<file path="src/rtl/sobol_seq_gen.sv">
// Sobol sequence generator: counter, direction table, LSZ scan.
// Optional random digital shift enabled by SOBOL_SCRAMBLE_EN.
module sobol_seq_gen #(
    parameter int INWD    = 8,
    parameter int LOGINWD = 3
) (
    input  logic               clk,
    input  logic               rst_n,
    input  logic               start,
    input  logic               stop,
    input  logic               restart,
    input  logic               dir_we,
    input  logic [LOGINWD-1:0] dir_addr,
    input  logic [INWD-1:0]    dir_data,
`ifdef SOBOL_SCRAMBLE_EN
    input  logic               scr_we,
    input  logic [INWD-1:0]    scr_mask,
`endif
    input  logic               out_ready,
    output logic               out_valid,
    output logic [INWD-1:0]    out_data,
    output logic               wrap,
    output logic               busy
);

    typedef enum logic {
        IDLE = 1'b0,
        RUN  = 1'b1
    } state_t;

    localparam logic [LOGINWD:0] DEPTH = (LOGINWD + 1)'(INWD);

    state_t             state_q;
    state_t             state_d;
    logic [INWD-1:0]    cnt_q;
    logic [INWD-1:0]    x_q;
    logic               wrap_q;
    logic [INWD-1:0]    vtab [INWD];
    logic [LOGINWD-1:0] z;
    logic               all_ones;
    logic               step;
    logic               idle;
    logic               addr_ok;

    assign idle      = (state_q == IDLE);
    assign out_valid = (state_q == RUN);
    assign busy      = (state_q == RUN);
    assign step      = out_valid & out_ready;
    assign all_ones  = &cnt_q;
    assign addr_ok   = ({1'b0, dir_addr} < DEPTH);
    assign wrap      = wrap_q;

    // State register.
    always_ff @(posedge clk or negedge rst_n) begin
        if (!rst_n) begin
            state_q <= IDLE;
        end else begin
            state_q <= state_d;
        end
    end

    // Next-state logic; stop dominates start.
    always_comb begin
        state_d = state_q;
        unique case (state_q)
            IDLE: if (start && !stop) state_d = RUN;
            RUN:  if (stop) state_d = IDLE;
            default: state_d = IDLE;
        endcase
    end

    // Least-significant-zero scan of the counter.
    always_comb begin
        z = '0;
        for (int i = INWD - 1; i >= 0; i--) begin
            if (!cnt_q[i]) z = LOGINWD'(i);
        end
    end

    // Counter, sample and wrap pulse; restart beats a step.
    always_ff @(posedge clk or negedge rst_n) begin
        if (!rst_n) begin
            cnt_q  <= '0;
            x_q    <= '0;
            wrap_q <= 1'b0;
        end else if (restart) begin
            cnt_q  <= '0;
            x_q    <= '0;
            wrap_q <= 1'b0;
        end else if (step) begin
            if (all_ones) begin
                cnt_q  <= '0;
                x_q    <= '0;
                wrap_q <= 1'b1;
            end else begin
                cnt_q  <= cnt_q + 1'b1;
                x_q    <= x_q ^ vtab[z];
                wrap_q <= 1'b0;
            end
        end else begin
            wrap_q <= 1'b0;
        end
    end

    // Direction table; writable only while idle.
    always_ff @(posedge clk or negedge rst_n) begin
        if (!rst_n) begin
            for (int k = 0; k < INWD; k++) begin
                vtab[k] <= INWD'(1) << (INWD - 1 - k);
            end
        end else if (dir_we && idle && addr_ok) begin
            vtab[dir_addr] <= dir_data;
        end
    end

`ifdef SOBOL_SCRAMBLE_EN
    logic [INWD-1:0] mask_q;

    // Digital-shift mask, loaded while idle.
    always_ff @(posedge clk or negedge rst_n) begin
        if (!rst_n) begin
            mask_q <= '0;
        end else if (scr_we && idle) begin
            mask_q <= scr_mask;
        end
    end

    assign out_data = x_q ^ mask_q;
`else
    assign out_data = x_q;
`endif

endmodule

</file>
<file path="config.mk">
export PLATFORM = sky130hd
export DESIGN_NAME = sobol_seq_gen
export DESIGN_NICKNAME = d
export VERILOG_FILES = /design/src/rtl/sobol_seq_gen.sv
export SDC_FILE = /design/constraint.sdc
export NUM_CORES = 1
export LEC_CHECK = 0
export ABC_AREA = 1
export BUFFER_PORTS_ARGS = -buffer_cell sky130_fd_sc_hd__clkbuf_2
export CAP_MARGIN = 20
export CELL_PAD_IN_SITES_DETAIL_PLACEMENT = 1
export CELL_PAD_IN_SITES_GLOBAL_PLACEMENT = 1
export CORE_MARGIN = 5
export CORE_UTILIZATION = 51
export CTS_BUF_LIST = sky130_fd_sc_hd__clkbuf_8
export CTS_CLUSTER_SIZE = 8
export DETAILED_ROUTE_END_ITERATION = 6
export HOLD_SLACK_MARGIN = 0.03
export PLACE_DENSITY = 0.87
export SLEW_MARGIN = 0
export SYNTH_ARGS = -nofsm -noshare
export SYNTH_HDL_FRONTEND = slang
export SYNTH_SLANG_ARGS = --single-unit
</file>
<file path="constraint.sdc">
create_clock -name clk -period 2.95 [get_ports clk]
set_input_delay 0 -clock clk [delete_from_list [all_inputs] [get_ports clk]]
set_output_delay 0 -clock clk [all_outputs]
set_load 0.1 [all_outputs]
</file>
==> key figures <==
Route
  – Iter 0 DRT Violations: 190
  – Post-route ant nets: 0
  – Final wirelength: about 12 mm
  – DRC: 0
  – Routed len/inst: 18.5 µm
  – Initial DRT Pass Iterations: 4
  – Via/cell ratio: 5.67
  – Via count: roughly 3500

Logic synthesis
  – Yosys Warn Count: 0
  – Post-Synthesis Cells: 490
  – Synth area leader: dfrtp_1
  – Synth Cell Area: ~4100 µm²
  – Area share of the largest cell type after synthesis: 45.4%
  – Synth area leaders: dfrtp_1, nand2_1, nand3_1
  – Number of synthesized flops with an enable pin: 0
  – Sequential share of the synthesized area: 50.6%
  – Net Count, Synth: 509
  – #FFs+latches synth: 82
  – Post-synth ARST share: 100%
  – Most frequent cell after synthesis: nand2_1
  – Main synth FF type: dfrtp_1
  – Commonest cells post-synth: nand2_1, nand3_1, dfrtp_1
  – Mean area per synthesized cell: 8.32 µm²
  – Yosys cell types: 30

Final layout
  – Post-Layout Cell Count: approximately 620
  – # diodes: 0
  – Layout net count: 536
  – Layout cells sized above 1: 16.7%
  – Fin area: 4530 µm²
  – Area Growth Syn to Fin: 11.1%

Outcome
  – Status: complete, no violations

Floorplan
  – Die area: approximately 10000 µm²
  – Row count: 32
  – Die height: 99.4 µm
  – Initial Util: 52.5%
  – DIE WIDTH: 99.4 µm
  – IO Count: 29
  – Core box area: roughly 7800 µm²

Global route
  – Largest net degree at the start of global routing: 83
  – Global Route Usage Sum: about a quarter
  – Vias in the first global route: ~3800
  – First-pass GRT wire length: 19.4 mm
  – Initial antenna violation count: 0
  – Overflow after GRT: 0

STA
  – Max Transition Viols Final: 0
  – RSZ-0062 raised after global routing: false
  – Max frequency: 449 MHz
  – Shortest period the worst path allows: 2230 ps
  – Period utilization: 75.5%
  – Number of setup violations in the final report: 0
  – Clk_skew: 10.1 ps
  – Relative slew slack: ~33%
  – Final hold viol count: 0
  – Slew of the pin with the lowest slew margin: 993 ps
  – Setup TNS: 0 ps

Critical path
  – Slowest cell on the critical path: dfrtp_1
  – Buffers plus inverters on the worst setup path: 1
  – Worst reg2reg path depth: 9
  – CP Capture Type: flip-flop
  – Req. time, crit path: 3200 ps
  – Critical path class: flip-flop to flip-flop
  – Worst path max stage delay: 780 ps
  – Worst r2r src: cnt_q[0]$_DFFE_PN0P_
  – Crit-path cells: nand2_4, a21oi_4, inv_4, nand3_1, nand3_1, nand2_1, nand2_1, nand3_1, nand2_1
  – CP top delay family: flip-flops
  – CP max FO: 17
  – Critical path data arrival time: 2480 ps
  – Reg2reg end: out_data[7]$_DFFE_PN0P_
  – Critical path depth in cells: 9
  – Critical path launch point type: flip-flop
  – R2R Setup Slk: 720 ps

Place
  – Cells after DPL: 600
  – Placed inst area: roughly 4200 µm²
  – Buffers added on ports: 28
  – Post-DP HPWL: 7.71 mm
  – RD Place Congestion: 0.810

Power
  – Power Total: 0.00339 W
  – PD cells: 749 nW/µm²
  – Peak VDD IR: between 0.3 and 0.4 mV
  – Leak Pwr: between 2 and 2.5 nW

Clock network
  – PostCTS Resize Cnt: 0
  – CTS tree: built
  – CTS Buffer Depth: 2
  – CTS Buf Count: 9
  – Clock Latency Late Sink: 360 ps
  – CTS root buffer: clkbuf_8
  – Worst-path clk slew: ~90 ps
  – TritonCTS Sinks: 82
  – H-tree depth: 3

Hold path
  – Hold WC Path Type: primary input to flip-flop
  – Hold Crit Depth: 3
  – Worst Hold Launch: dir_data[7]
  – Worst Hold Endpoint: vtab[7]$_DFFE_PN0P_

Job
  – Max cap viols: 0
## power breakdown
part / switching, W / internal, W
Combinational: 0.000613 / 0.000304
Sequential: 0.000190 / 0.00136
Clock: 0.000446 / 0.000484
## routing by layer
| layer | vias to the layer above | GRT usage, % | part of all wire [%] |
|---|---|---|---|
| met5 | - | 0 | 0 |
| met4 | 0 | 7.35 | 1.9 |
| met3 | 20 | 5.12 | 4.6 |
| met2 | 90 | 39.6 | 47 |
| met1 | 1753 | 34.5 | 47 |
| li1 | 1673 | - | - |
## cells in the final DEF, fill, tap and decap left out, types with 3 or more instances in the layout
cell type,instances
nand2_2,5
a21oi_1,26
dfrtp_1,74
nand3_2,15
clkbuf_8,9
dfstp_2,8
clkbuf_2,27
buf_4,4
nand3_1,85
inv_1,27
nor2_1,40
dlygate4sd3_1,7
nand2_1,123
o21ai_0,42
o21a_1,3
nand2_4,3
## sequential cells by signal (all words and copies together), names as in the netlist
name and cells:
cnt_q 8, busy 1, wrap 1, vtab 64, out_data 8
## through the flow
stage                     hold slack [ps]  setup slack [ps]  utilization (%)
after floorplan                      -296               942                -
after global placement                151               849             54.1
after detailed placement              159               750             54.1
after CTS                            34.8               745             57.9
after global routing                 59.0               532             58.3
final                                43.3               723             58.3
## worst min-delay path, delay by kind of cell
family	cells	cell delay [ps]
buffers and inverters	2	200
AO/OA/AOI/OAI	1	150
## final cells by class
type                            count  area, µm²
Sequential cell                    82       2060
Fill cell                         983       3240
Timing Repair Buffer               39        263
Multi-Input combinational cell    355       1730
Tap cell                          102        128
Inverter                           30        116
Clock buffer                        9        124
Clock inverter                      7        101
## timing repair
action	CTS	global route
hold endpoints to repair	84	0
setup buffers	0	0
hold buffers	7	0
## how the worst max path moves through the flow
| stage | startpoint | to | slack (ps) |
|---|---|---|---|
| 5_1_grt | cnt_q[7]$_DFFE_PN0P_ | out_data[4]$_DFFE_PN0P_ | 530 |
| 6_report | cnt_q[0]$_DFFE_PN0P_ | out_data[7]$_DFFE_PN0P_ | 720 |
| 2_1_floorplan | busy$_DFF_PN0_ | cnt_q[7]$_DFFE_PN0P_ | 940 |
| 4_1_cts | cnt_q[0]$_DFFE_PN0P_ | out_data[1]$_DFFE_PN0P_ | 740 |
| 3_3_place_gp | cnt_q[0]$_DFFE_PN0P_ | out_data[7]$_DFFE_PN0P_ | 850 |
| 3_5_place_dp | cnt_q[0]$_DFFE_PN0P_ | out_data[0]$_DFFE_PN0P_ | 750 |
## cell families (layout without fill, tap and decap cells)
| family | after synthesis | in the layout | synth area share (%) |
|---|---|---|---|
| AOI/OAI and AO/OA | 76 | 76 | 10.3 |
| xor gates and xnor gates | 2 | 2 | 0.430 |
| adders and majority gates | 1 | 1 | 0.307 |
| buffers and inverters | 53 | 85 | 6.88 |
| DFF | 82 | 82 | 50.6 |
| and+or+nand+nor | 276 | 276 | 31.6 |
Note: power is estimated with default switching activity, not from simulation.
